### src/rtl/multicycle_control_fsm.sv
// Multi-cycle RV32I control unit: FETCH/DECODE/EXEC/MEM/WB sequencing plus retired-instruction counter.
// Optional build macro ILLEGAL_TRAP_EN: unsupported opcodes trap into HALT instead of retiring as NOPs.
module multicycle_control_fsm #(
    parameter int DWIDTH    = 32,
    parameter int MEM_WAIT  = 1,
    parameter int CNT_WIDTH = 32
) (
    input  logic                 clk,
    input  logic                 reset,
    input  logic [DWIDTH-1:0]    irOut,
    input  logic                 comparatorOut,
    output logic                 irEn,
    output logic                 pcEn,
    output logic [1:0]           pcSelect,
    output logic                 regWrite,
    output logic                 aluSrc,
    output logic                 ramRdEn,
    output logic                 ramWrEn,
    output logic                 isByte,
    output logic                 isHalf,
    output logic                 isWord,
    output logic [1:0]           memToReg,
    output logic [CNT_WIDTH-1:0] instret,
    output logic [2:0]           state
);

    // state  | meaning
    // RESET  | idle after reset, all outputs low
    // FETCH  | load instruction register
    // DECODE | register read settles
    // EXEC   | ALU operand select
    // MEM    | data RAM access (loads wait MEM_WAIT cycles)
    // WB     | register write, PC update, retire
    // HALT   | trapped on unsupported opcode, left only by reset
    typedef enum logic [2:0] {
        RESET  = 3'd0,
        FETCH  = 3'd1,
        DECODE = 3'd2,
        EXEC   = 3'd3,
        MEM    = 3'd4,
        WB     = 3'd5,
        HALT   = 3'd6
    } state_t;

    localparam logic [6:0] OP_RTYPE  = 7'b0110011;
    localparam logic [6:0] OP_IALU   = 7'b0010011;
    localparam logic [6:0] OP_LOAD   = 7'b0000011;
    localparam logic [6:0] OP_STORE  = 7'b0100011;
    localparam logic [6:0] OP_BRANCH = 7'b1100011;
    localparam logic [6:0] OP_JAL    = 7'b1101111;
    localparam logic [6:0] OP_JALR   = 7'b1100111;
    localparam logic [6:0] OP_LUI    = 7'b0110111;

    // Load wait is a down-counter; MEM ends at terminal count zero.
    localparam logic [3:0] WAIT_LOAD = 4'(MEM_WAIT - 1);

    state_t     stateReg;
    state_t     nextState;
    logic [3:0] waitCnt;

    logic [6:0] opcode;
    logic [1:0] sizeSel;
    logic       isRType, isIAlu, isLoad, isStore, isBranch, isJal, isJalr, isLui, isLegal;
    logic [2:0] sizeBits;
    logic       unusedIrBits;

    assign opcode       = irOut[6:0];
    assign sizeSel      = irOut[13:12];
    assign unusedIrBits = ^{irOut[DWIDTH-1:14], irOut[11:7]};

    assign isRType  = (opcode == OP_RTYPE);
    assign isIAlu   = (opcode == OP_IALU);
    assign isLoad   = (opcode == OP_LOAD);
    assign isStore  = (opcode == OP_STORE);
    assign isBranch = (opcode == OP_BRANCH);
    assign isJal    = (opcode == OP_JAL);
    assign isJalr   = (opcode == OP_JALR);
    assign isLui    = (opcode == OP_LUI);
    assign isLegal  = isRType | isIAlu | isLoad | isStore | isBranch | isJal | isJalr | isLui;

    always_comb begin
        sizeBits = 3'b001;
        case (sizeSel)
            2'b00:   sizeBits = 3'b100;
            2'b01:   sizeBits = 3'b010;
            default: sizeBits = 3'b001;
        endcase
    end

    always_ff @(posedge clk or negedge reset) begin
        if (!reset) begin
            stateReg <= RESET;
            waitCnt  <= 4'd0;
            instret  <= '0;
        end else begin
            stateReg <= nextState;
            if (stateReg == EXEC && isLoad)
                waitCnt <= WAIT_LOAD;
            else if (stateReg == MEM && waitCnt != 4'd0)
                waitCnt <= waitCnt - 4'd1;
            if (stateReg == WB)
                instret <= instret + CNT_WIDTH'(1);
        end
    end

    always_comb begin
        nextState = stateReg;
        irEn      = 1'b0;
        pcEn      = 1'b0;
        pcSelect  = 2'b00;
        regWrite  = 1'b0;
        aluSrc    = 1'b0;
        ramRdEn   = 1'b0;
        ramWrEn   = 1'b0;
        isByte    = 1'b0;
        isHalf    = 1'b0;
        isWord    = 1'b0;
        memToReg  = 2'b00;

        case (stateReg)
            RESET:  nextState = FETCH;
            FETCH: begin
                irEn      = 1'b1;
                nextState = DECODE;
            end
            DECODE: nextState = EXEC;
            EXEC: begin
                aluSrc = isIAlu | isLoad | isStore | isJalr;
                if (isLoad || isStore)
                    nextState = MEM;
                else if (isLegal)
                    nextState = WB;
                else
`ifdef ILLEGAL_TRAP_EN
                    nextState = HALT;
`else
                    nextState = WB;
`endif
            end
            MEM: begin
                if (isLoad || isStore)
                    {isByte, isHalf, isWord} = sizeBits;
                ramRdEn = isLoad;
                ramWrEn = isStore;
                if (!(isLoad && waitCnt != 4'd0))
                    nextState = WB;
            end
            WB: begin
                pcEn     = 1'b1;
                regWrite = isRType | isIAlu | isLoad | isJal | isJalr | isLui;
                ramRdEn  = isLoad;
                if (isLoad || isStore)
                    {isByte, isHalf, isWord} = sizeBits;
                if (isLoad)
                    memToReg = 2'b01;
                else if (isJal || isJalr)
                    memToReg = 2'b10;
                else if (isLui)
                    memToReg = 2'b11;
                if (isBranch)
                    pcSelect = comparatorOut ? 2'b01 : 2'b00;
                else if (isJal)
                    pcSelect = 2'b10;
                else if (isJalr)
                    pcSelect = 2'b11;
                nextState = FETCH;
            end
            HALT:    nextState = HALT;
            default: nextState = RESET;
        endcase
    end

    assign state = stateReg;

endmodule

### config.mk
export PLATFORM = sky130hd
export DESIGN_NAME = multicycle_control_fsm
export DESIGN_NICKNAME = d
export VERILOG_FILES = /design/src/rtl/multicycle_control_fsm.sv
export SDC_FILE = /design/constraint.sdc
export NUM_CORES = 1
export LEC_CHECK = 0
export BUFFER_PORTS_ARGS = -buffer_cell sky130_fd_sc_hd__buf_4
export CAP_MARGIN = 20
export CELL_PAD_IN_SITES_DETAIL_PLACEMENT = 2
export CELL_PAD_IN_SITES_GLOBAL_PLACEMENT = 2
export CORE_MARGIN = 3
export CORE_UTILIZATION = 29
export CTS_BUF_LIST = sky130_fd_sc_hd__clkbuf_8
export DETAILED_ROUTE_END_ITERATION = 6
export HOLD_SLACK_MARGIN = 0.08
export PLACE_DENSITY_LB_ADDON = 0.1
export SYNTH_ARGS = -nofsm -noshare
export SYNTH_HDL_FRONTEND = slang
export SYNTH_SLANG_ARGS = --single-unit
### constraint.sdc
create_clock -name clk -period 2.3 [get_ports clk]
set_clock_uncertainty 0.15 [all_clocks]
set_input_delay 0.46 -clock clk [delete_from_list [all_inputs] [get_ports clk]]
set_output_delay 0.46 -clock clk [all_outputs]
set_load 0.03 [all_outputs]
==> impl_metrics.env <==
export IMPL_status="finished with violations"
export IMPL_violated_checks="negative setup slack"
export IMPL_groute_usage_overall=0.164
export IMPL_htree_num_levels=2
export IMPL_flow_area_growth_from_synthesis_pct=46.6
export IMPL_clk_pin_slew_ps=70
export IMPL_layout_nets=316
export IMPL_cts_bufs_inserted=5
export IMPL_buffers_on_ports=59
export IMPL_hold_violations=0
export IMPL_synth_top_cell_area_share=0.486
export IMPL_number_of_antenna_violations_at_the_first_check_in_global_routing=0
export IMPL_num_antenna_cells=0
export IMPL_number_of_enable_flip_flop_cells_after_synthesis=0
export IMPL_period_needed_ps=2640
export IMPL_insertion_delay_ps=300
export IMPL_synth_area_top_cells="sky130_fd_sc_hd__dfrtp_1 (49%), sky130_fd_sc_hd__xnor2_1 (12%), sky130_fd_sc_hd__nand4_1 (4.4%)"
export IMPL_finalSetupViolations=5
export IMPL_core_sq_um=6530
export IMPL_min_period_over_period=1.15
export IMPL_yosysWarningCount=0
export IMPL_post_synth_instance_area_sq_um=2010
export IMPL_cts_tree="done"
export IMPL_placementRows=29
export IMPL_routedWlPerCell_um=16.7
export IMPL_min_path_type="reg -> reg"
export IMPL_multi_input_gate_area_sq_um=1080
export IMPL_synth_seq_cells=39
export IMPL_ant_nets=0
export IMPL_most_common_layout_cells="sky130_fd_sc_hd__buf_4 (72), sky130_fd_sc_hd__dfrtp_1 (36), sky130_fd_sc_hd__xnor2_1 (28), sky130_fd_sc_hd__nand2_1 (18), sky130_fd_sc_hd__nand4_1 (14)"
export IMPL_tightest_slew_ps=526
export IMPL_synthDominantAreaCellType="sky130_fd_sc_hd__dfrtp_1"
export IMPL_final_cell_count_no_fill=357
export IMPL_final_fill_count=701
export IMPL_slack_of_the_critical_path_ps=-340
export IMPL_grt_first_pass_wirelength_um=9930
export IMPL_globalRouteOverflowTotal=0
export IMPL_globalplace_congestion=0.739
export IMPL_worst_setup_path_endpoint="ramRdEn"
export IMPL_placed_cell_area_sq_um=2730
export IMPL_critPathArrivalTime_ps=2030
export IMPL_start_point_of_the_critical_path="irOut[6]"
export IMPL_rsz0062_at_grt="true"
export IMPL_r2r_start="state[0]$_DFFE_PN0P_"
export IMPL_final_common_cell="sky130_fd_sc_hd__buf_4"
export IMPL_detailed_place_hpwl_um=4370
export IMPL_dpl_cell_count=342
export IMPL_clock_sinks=39
export IMPL_io_pins=83
export IMPL_cpPeakStageDelay_ps=400
export IMPL_cells_traversed_along_the_worst_timing_path="buf_4 > or3_1 > or3_4 > or3_4 > buf_4 > nor2_4 > buf_6"
export IMPL_vias=1815
export IMPL_timing_max_slew_rel_slack=0.646
export IMPL_critical_path_class="in -> out"
export IMPL_syn_instance_count=194
export IMPL_max_clock_path_buffers=2
export IMPL_wirelength_um=5950
export IMPL_initial_utilization=0.307
export IMPL_end_kind="output port"
export IMPL_power_density_nw_per_um2=763
export IMPL_timing_rr_end="waitCnt[1]$_DFFE_PN0P_"
export IMPL_floorplan_die_width_um=89.2
export IMPL_cts_root_buf="sky130_fd_sc_hd__clkbuf_8"
export IMPL_maxCapViolations=0
export IMPL_avgSynthCellArea_sq_um=10.3
export IMPL_fmax_ghz=0.379
export IMPL_path_max_fanout=5
export IMPL_first_global_vias=1912
export IMPL_1st_iter_drt_viols=27
export IMPL_routed_via_density=5.08
export IMPL_static_leakage_power_nw=1.36
export IMPL_cp_data_required_time_ps=1690
export IMPL_fin_area_sq_um=2940
export IMPL_worst_r2r_cell_count=5
export IMPL_async_reset_ff_frac=1.00
export IMPL_ff2ff_setup_slack_ps=390
export IMPL_vdd_drop_max_uv=321
export IMPL_synth_seq_area_share=0.486
export IMPL_floorplan_die_height_um=89.2
export IMPL_register_area_sq_um=980
export IMPL_synth_lib_cells_used_distinct=34
export IMPL_report_final_slew_viol_count=0
export IMPL_postSynth_topFlopCell="sky130_fd_sc_hd__dfrtp_1"
export IMPL_start_kind="primary input"
export IMPL_drc=0
export IMPL_postSynthNetCount=231
export IMPL_drt_first_pass_iters=4
export IMPL_final_layout_size_suffix_gt1_frac=0.407
export IMPL_design_die_area_sq_um=7950
export IMPL_master_of_the_slowest_instance_on_the_critical_path="sky130_fd_sc_hd__or3_4"
export IMPL_grt_start_max_net_pins=40
-- cell usage after synthesis, drive strengths merged (4+ instances only) --
cell type and n:
and3 4, dfrtp 39, o21ai 6, inv 7
nand3 13, nor4 5, xnor2 28, nand2 18
nand4 15, xor2 6, nor2 13, nor3 10
or3 4, a21oi 4
-- sequential cells by signal (all words and copies together), names as in the netlist --
| signal | cells |
|---|---|
| state | 3 |
| instret | 32 |
| waitCnt | 4 |
-- routing by layer --
layer	vias up	track usage	wire, um	part of all wire
met2	47	0.295	3140	0.53
met5	-	0	0	0
met4	0	0.0406	51	0.0086
li1	853	-	-	-
met3	5	0.0424	292	0.049
met1	910	0.195	2460	0.41
-- worst min path at each step --
stage                                 start                      end  cells after the start
floorplan                             reset   instret[0]$_DFFE_PN0P_                      0
global placement    instret[31]$_DFFE_PN0P_  instret[31]$_DFFE_PN0P_                      1
detailed placement                    reset   instret[5]$_DFFE_PN0P_                      1
CTS                 instret[26]$_DFFE_PN0P_  instret[26]$_DFFE_PN0P_                      1
global route        instret[31]$_DFFE_PN0P_  instret[31]$_DFFE_PN0P_                      1
finish              instret[11]$_DFFE_PN0P_  instret[11]$_DFFE_PN0P_                      1
-- critical path, delay by kind of cell --
kind,cells,cell delay (ps)
buf+inv,3,420
simple gates,4,1150
-- report_power, final --
group,total (mW),switching (mW),internal (mW)
combinational,0.743,0.446,0.297
clock,0.603,0.252,0.351
sequential,0.900,0.116,0.784
-- logic make-up (layout without fill, tap and decap cells) --
| logic type | Yosys count | after routing | share of synthesized area |
|---|---|---|---|
| multiplexers | 1 | 1 | 0.00499 |
| XOR/XNOR | 34 | 34 | 0.148 |
| AND/OR/NAND/NOR | 94 | 94 | 0.281 |
| AO/OA/AOI/OAI | 14 | 14 | 0.0405 |
| flip-flops | 39 | 39 | 0.486 |
| buffers and inverters | 10 | 96 | 0.0262 |
| adder cells (fa/ha/maj) | 2 | 2 | 0.0125 |
-- stage by stage --
step	total power, mW	hold WS, ps	setup slack (ps)	utilization	setup TNS [ps]
after detailed placement	1.63	324	-389	0.418	-1650
after floorplan	1.35	14.4	-221	-	-915
final	2.25	355	-340	0.451	-1470
after CTS	2.27	358	-354	0.446	-1430
after global routing	2.40	374	-387	0.451	-1740
after global placement	1.60	312	-344	0.418	-1560
-- repair_timing --
| item | CTS | global route |
|---|---|---|
| setup endpoints to repair | 9 | 9 |
| endpoints found under the hold margin | 39 | 0 |
| gates resized for setup | 9 | 2 |
| setup buffers | 3 | 3 |
| pin swaps | 2 | 3 |
| hold buffers | 1 | 0 |
| gates cloned | 0 | 0 |
-- layout make-up --
| cell class | count | share of cell area |
|---|---|---|
| multi-input cells | 145 | 0.366 |
| flip-flops and latches | 39 | 0.333 |
| repair buffers | 81 | 0.218 |
| well taps | 77 | 0.0327 |
| clock buffers | 6 | 0.0281 |
| clock inverters | 2 | 0.0119 |
| inverters | 7 | 0.0102 |
(Power assumes the default switching activity.)
